## config.mk

```make
export PLATFORM = sky130hd
export DESIGN_NAME = byte_bank_ctrl
export DESIGN_NICKNAME = d
export VERILOG_FILES = /design/src/rtl/byte_bank_pkg.sv /design/src/rtl/byte_bank_ctrl.sv
export SDC_FILE = /design/constraint.sdc
export NUM_CORES = 1
export LEC_CHECK = 0
export BUFFER_PORTS_ARGS = -buffer_cell sky130_fd_sc_hd__buf_4
export CORE_MARGIN = 2
export CORE_UTILIZATION = 25
export CTS_CLUSTER_DIAMETER = 150
export DETAILED_ROUTE_END_ITERATION = 7
export GPL_TIMING_DRIVEN = 0
export PLACE_DENSITY = 0.56
export SETUP_SLACK_MARGIN = 0.3
export SLEW_MARGIN = 20
export SYNTH_ARGS = -nofsm -noshare
export SYNTH_HDL_FRONTEND = slang
export SYNTH_SLANG_ARGS = --single-unit
```

## constraint.sdc

```tcl
create_clock -name clk -period 1.3 [get_ports clk]
set_input_delay 0.195 -clock clk [delete_from_list [all_inputs] [get_ports clk]]
set_output_delay 0.195 -clock clk [all_outputs]
set_load 0.01 [all_outputs]
```

## src/rtl/byte_bank_pkg.sv

```systemverilog
// Shared definitions for the byte bank controller and its storage bank.
package byte_bank_pkg;

  typedef enum logic [2:0] {
    ST_IDLE  = 3'd0,
    ST_SETUP = 3'd1,
    ST_STORE = 3'd2,
    ST_HOLD  = 3'd3,
    ST_RD    = 3'd4,
    ST_ACK   = 3'd5
  } state_t;

  localparam logic REQ_A = 1'b0;
  localparam logic REQ_B = 1'b1;

  localparam int DEF_NSLOTS = 4;
  localparam int DEF_ADDR_W = 2;

endpackage

```

## src/rtl/byte_bank_ctrl.sv

```systemverilog
// Two-requester sequencer for a latch-based byte bank.
//
// state    | meaning
// ---------+----------------------------------------------------------
// IDLE     | wait for a request, arbitrate, latch the granted fields
// SETUP    | write data on the bus, no strobe (data setup)
// STORE    | strobe of the addressed slot high for one cycle
// HOLD     | strobe low, data still held (data hold)
// RD       | capture the addressed slot into the requester's rdata
// ACK      | ack pulse visible, update round-robin pointer
module byte_bank_ctrl
  import byte_bank_pkg::*;
#(
  parameter int NSLOTS = DEF_NSLOTS,
  parameter int ADDR_W = DEF_ADDR_W
) (
  input  logic                clk,
  input  logic                reset,
  input  logic                a_req,
  input  logic                a_we,
  input  logic [ADDR_W-1:0]   a_addr,
  input  logic [7:0]          a_wdata,
  output logic                a_ack,
  output logic [7:0]          a_rdata,
  input  logic                b_req,
  input  logic                b_we,
  input  logic [ADDR_W-1:0]   b_addr,
  input  logic [7:0]          b_wdata,
  output logic                b_ack,
  output logic [7:0]          b_rdata,
  output logic [7:0]          slot_data,
  output logic [NSLOTS-1:0]   slot_store,
  input  logic [8*NSLOTS-1:0] slot_q,
  output logic                busy
);

  state_t              state;
  logic                gnt;
  logic                last_grant;
  logic [ADDR_W-1:0]   l_addr;
  logic                pick;
  logic [NSLOTS-1:0]   store_vec;
  logic [7:0]          rd_byte;

  // Round-robin pick: B wins only when A is idle or A was served last.
  always_comb begin
    pick = REQ_A;
    if (b_req && (!a_req || last_grant == REQ_A)) pick = REQ_B;
  end

  // Address decode; an out-of-range address selects no slot and reads 0x00.
  always_comb begin
    store_vec = '0;
    rd_byte   = 8'h00;
    for (int i = 0; i < NSLOTS; i++) begin
      if (int'(l_addr) == i) begin
        store_vec[i] = 1'b1;
        rd_byte      = slot_q[8*i +: 8];
      end
    end
  end

  // Sequencer with registered outputs; slot_data is loaded only on IDLE->SETUP.
  always_ff @(posedge clk) begin
    if (reset) begin
      state      <= ST_IDLE;
      gnt        <= REQ_A;
      last_grant <= REQ_B;
      l_addr     <= '0;
      a_ack      <= 1'b0;
      b_ack      <= 1'b0;
      a_rdata    <= 8'h00;
      b_rdata    <= 8'h00;
      slot_data  <= 8'h00;
      slot_store <= '0;
      busy       <= 1'b0;
    end else begin
      a_ack      <= 1'b0;
      b_ack      <= 1'b0;
      slot_store <= '0;
      unique case (state)
        ST_IDLE: begin
          if (a_req || b_req) begin
            gnt  <= pick;
            busy <= 1'b1;
            if (pick == REQ_A) begin
              l_addr <= a_addr;
              if (a_we) begin
                slot_data <= a_wdata;
                state     <= ST_SETUP;
              end else begin
                state <= ST_RD;
              end
            end else begin
              l_addr <= b_addr;
              if (b_we) begin
                slot_data <= b_wdata;
                state     <= ST_SETUP;
              end else begin
                state <= ST_RD;
              end
            end
          end
        end
        ST_SETUP: begin
          slot_store <= store_vec;
          state      <= ST_STORE;
        end
        ST_STORE: begin
          state <= ST_HOLD;
        end
        ST_HOLD: begin
          a_ack <= (gnt == REQ_A);
          b_ack <= (gnt == REQ_B);
          state <= ST_ACK;
        end
        ST_RD: begin
          if (gnt == REQ_A) a_rdata <= rd_byte;
          else              b_rdata <= rd_byte;
          a_ack <= (gnt == REQ_A);
          b_ack <= (gnt == REQ_B);
          state <= ST_ACK;
        end
        ST_ACK: begin
          last_grant <= gnt;
          busy       <= 1'b0;
          state      <= ST_IDLE;
        end
        default: begin
          state <= ST_IDLE;
          busy  <= 1'b0;
        end
      endcase
    end
  end

endmodule

```

==> results.md <==
- Design area: a little over 0.003 mm2
- FF-to-FF setup slack: -0.06 ns
- Least-Margin Pin Slew: between 0.6 and 0.7 ns
- Via density: about 4.6
- Router iterations before antenna repair: 4
- Crit share post-route: 104.5%
- Register area share after synthesis: a little over two fifths
- Multiplexer share of the synthesized area: approximately an eighth
- Crit path DAT: between 1.5 and 2 ns
- DR vias: 1,853
- Status: finished, violations left
- Simple-Gate Fraction of Synth Area: roughly 21%
- Count of final max-slew check failures: 0
- Worst r2r src: state[2]
- WHS: between 0.2 and 0.3 ns
- Setup tns final: -0.6904 ns
- Max-slew headroom: between 50% and 60%
- Die area: ~0.0080 mm2
- Reg clk slew, reported paths: about 0.08 ns
- Synthesized flop and latch total: 38
- Failing checks: setup timing
- Final critical-path setup slack: -0.05867 ns
- Worst VDD drop: 0.7883 mV
- CP Capture Type: flip-flop
- HP Start: b_addr[0]
- Leakage: between 1 and 1.5 nW
- WL/cell: around 14 um
- Synth Area in XOR/XNOR: 0.4801%
- Drc violations: 0
- Clock tree buffer depth: 2
- Vias in the first global route: ~1.8k
- H-tree levels: 2
- Core area: between 0.007 and 0.008 mm2
- Dominant combinational cell family by area after synthesis: simple AND/OR/NAND/NOR gates
- Critical Path RT: approximately 1.5 ns
- Adder-cell share of the synthesized area: 0%
- Yosys cell types: 34
- Final WL: approximately 5600 um
- Total track usage: about 14%
- Die Ht: between 80 and 90 um
- Total of warnings raised by yosys: 0
- CP Class: reg -> reg
- RSZ-0062 raised after global routing: true
- Crit path launch: state[2]
- Dpl hpwl: approximately 4000 um
- Cells after synthesis: about 190
- Syn avg cell area: ~9.5 um2
- F_max: 736.0 MHz
- Syn nets: around 250
- Worst-path fanout max: 8
- Final Hold Viols: 0
- CTS sink cnt: 38
- Cts hold-fix bufs: 0
- Type of origin of the critical path: flip-flop
- Endpoints failing setup: 23
- Antenna viol nets, final: 0
- Global-route wire length before repair: 8500 um
- Largest net degree at the start of global routing: 12
- Die W: about 89 um
- Pre-CTS setup slack: -0.2237 ns
- CTS tree: built
- Starting Density: ~25%
- Layout Skew: around 0.010 ns
- Synth Area in Compound Gates: around a fifth
- Boundary Pins: slightly below 90
- # diodes: 0
- Root buf cell: clkbuf_8
- Area delta synth->final: 69.62%
- Initial antenna violation count: 0
- Area after DPL: 0.002625 mm2
- Total grt overflow: 0
- # nets final: around 360
- Tmin final: approximately 1.4 ns
- Site row count: 31
- Detailed router's first-iteration violation count: between 50 and 60
- Layout cell share with drive strength beyond 1: 63.40%
- RD Place Congestion: around 0.79
- Max Cap Violations: 0
- Power Density: ~1800 mW/mm2
- CTS Buf Count: 5
- Mapped Area: around 0.0018 mm2
- IO buf count: 86
- Hold WC Path Type: in -> reg
- Clock latency on the worst-skew pair: a little under 0.3 ns
## cells in the final DEF (no fill, tap or decap), types with 2 or more instances in the layout
master | synthesis | final
o21ai_2 | 0 | 3
nor2_2 | 0 | 2
clkinv_2 | 0 | 2
a21oi_2 | 0 | 16
clkbuf_1 | 6 | 5
buf_12 | 0 | 2
nand2b_1 | 8 | 8
nand2_2 | 0 | 5
mux2_4 | 1 | 2
buf_4 | 4 | 101
o21ai_0 | 10 | 6
nand2_1 | 34 | 29
nor2_1 | 6 | 3
a211oi_1 | 9 | 6
dfxtp_2 | 0 | 13
o211ai_1 | 2 | 2
mux4_2 | 6 | 8
inv_1 | 4 | 3
nand3b_1 | 8 | 8
dfxtp_1 | 38 | 24
nand3_2 | 0 | 3
a21oi_1 | 26 | 9
mux2i_2 | 0 | 2
a211oi_2 | 3 | 6
clkbuf_8 | 0 | 5
nor2_8 | 2 | 2
buf_6 | 1 | 10
## routing by layer
metal | vias up | routed length (um) | GRT usage (%)
met4 | 0 | 74 | 4.071
met2 | 70 | 2801 | 24.44
met3 | 5 | 400 | 3.601
met1 | 863 | 2350 | 16.49
met5 | - | 0 | 0
li1 | 915 | - | -
## what timing repair did
action                                  4_1_cts  5_1_grt
buffers inserted                             14        4
endpoints found under the setup margin       37       44
pin swaps                                    21       10
gates resized for setup                      36       34
cloned                                        2        0
## final timing paths
path	to	cells after the start
setup reg to reg	a_rdata[7]	5
hold / removal	l_addr[0]	3
hold reg to reg	b_rdata[7]	2
setup / recovery	a_rdata[7]	5
## cell type report
| cell class | instances | area, um2 |
|---|---|---|
| buffer | 14 | 120.1 |
| clock buffer | 5 | 68.82 |
| clock inverter | 2 | 10.01 |
| fill | 713 | 4081 |
| inverter | 4 | 15.01 |
| multi-input combinational | 138 | 1151 |
| sequential | 38 | 780.7 |
| tap | 99 | 123.9 |
| timing repair buffer | 105 | 824.5 |
## worst max-delay path, stage by stage (launching register included)
cell and delay, ns:
dfxtp_2 0.33, buf_6 0.12, or3b_4 0.45, nor2_8 0.18, nand2_1 0.09, a21oi_2 0.11
## sequential cells by signal (all words and copies together), names as in the netlist
name and flops:
l_addr 2, last_grant 1, a_ack 1, a_rdata 8, state 3, slot_data 8
busy 1, gnt 1, b_rdata 8, slot_store 4, b_ack 1
## report_power, final
| group | switching, mW | internal [mW] | leakage [nW] |
|---|---|---|---|
| sequential | 0.198 | 1.47 | 0.314 |
| combinational | 1.41 | 1.62 | 0.917 |
| clock | 0.392 | 0.360 | 0.0438 |
| total | 2.00 | 3.45 | 1.28 |
## synthesized netlist by cell type, drive strengths merged
| library cell | count | area share [%] |
|---|---|---|
| a211o | 1 | 0.48 |
| nor4b | 1 | 0.48 |
| mux4 | 8 | 10 |
| a22oi | 1 | 0.41 |
| inv | 4 | 0.82 |
| nand3b | 8 | 3.3 |
| o21ai | 10 | 2.7 |
| buf | 8 | 3.1 |
| clkbuf | 6 | 1.2 |
| xnor2 | 1 | 0.48 |
| a211oi | 12 | 5.8 |
| and3b | 1 | 0.48 |
| and2b | 1 | 0.41 |
| o31ai | 1 | 0.41 |
| or3b | 1 | 0.62 |
| and3 | 1 | 0.34 |
| nand2b | 8 | 2.7 |
| mux2i | 2 | 1.1 |
| nor3 | 2 | 1.2 |
| a21oi | 26 | 7.1 |
| nor3b | 1 | 0.41 |
| nand2 | 34 | 7.0 |
| nand3 | 4 | 1.1 |
| dfxtp | 38 | 42 |
| mux2 | 1 | 0.82 |
| nor2 | 8 | 3.4 |
| a21boi | 2 | 1.2 |
| o211ai | 2 | 0.82 |
## logic make-up after synthesis
| kind of cell | after synthesis |
|---|---|
| buf+inv | 18 |
| simple gates | 70 |
| xor+xnor | 1 |
| flops | 38 |
| mux | 11 |
| compound gates | 55 |
## stage by stage
step,instances,power [mW],util [%]
2_1_floorplan,193,3.116,-
3_3_place_gp,378,3.822,36.58
6_report,405,5.448,43.12
5_1_grt,405,5.792,43.12
3_5_place_dp,378,3.841,36.58
4_1_cts,401,5.205,41.22
(Power assumes the default switching activity.)
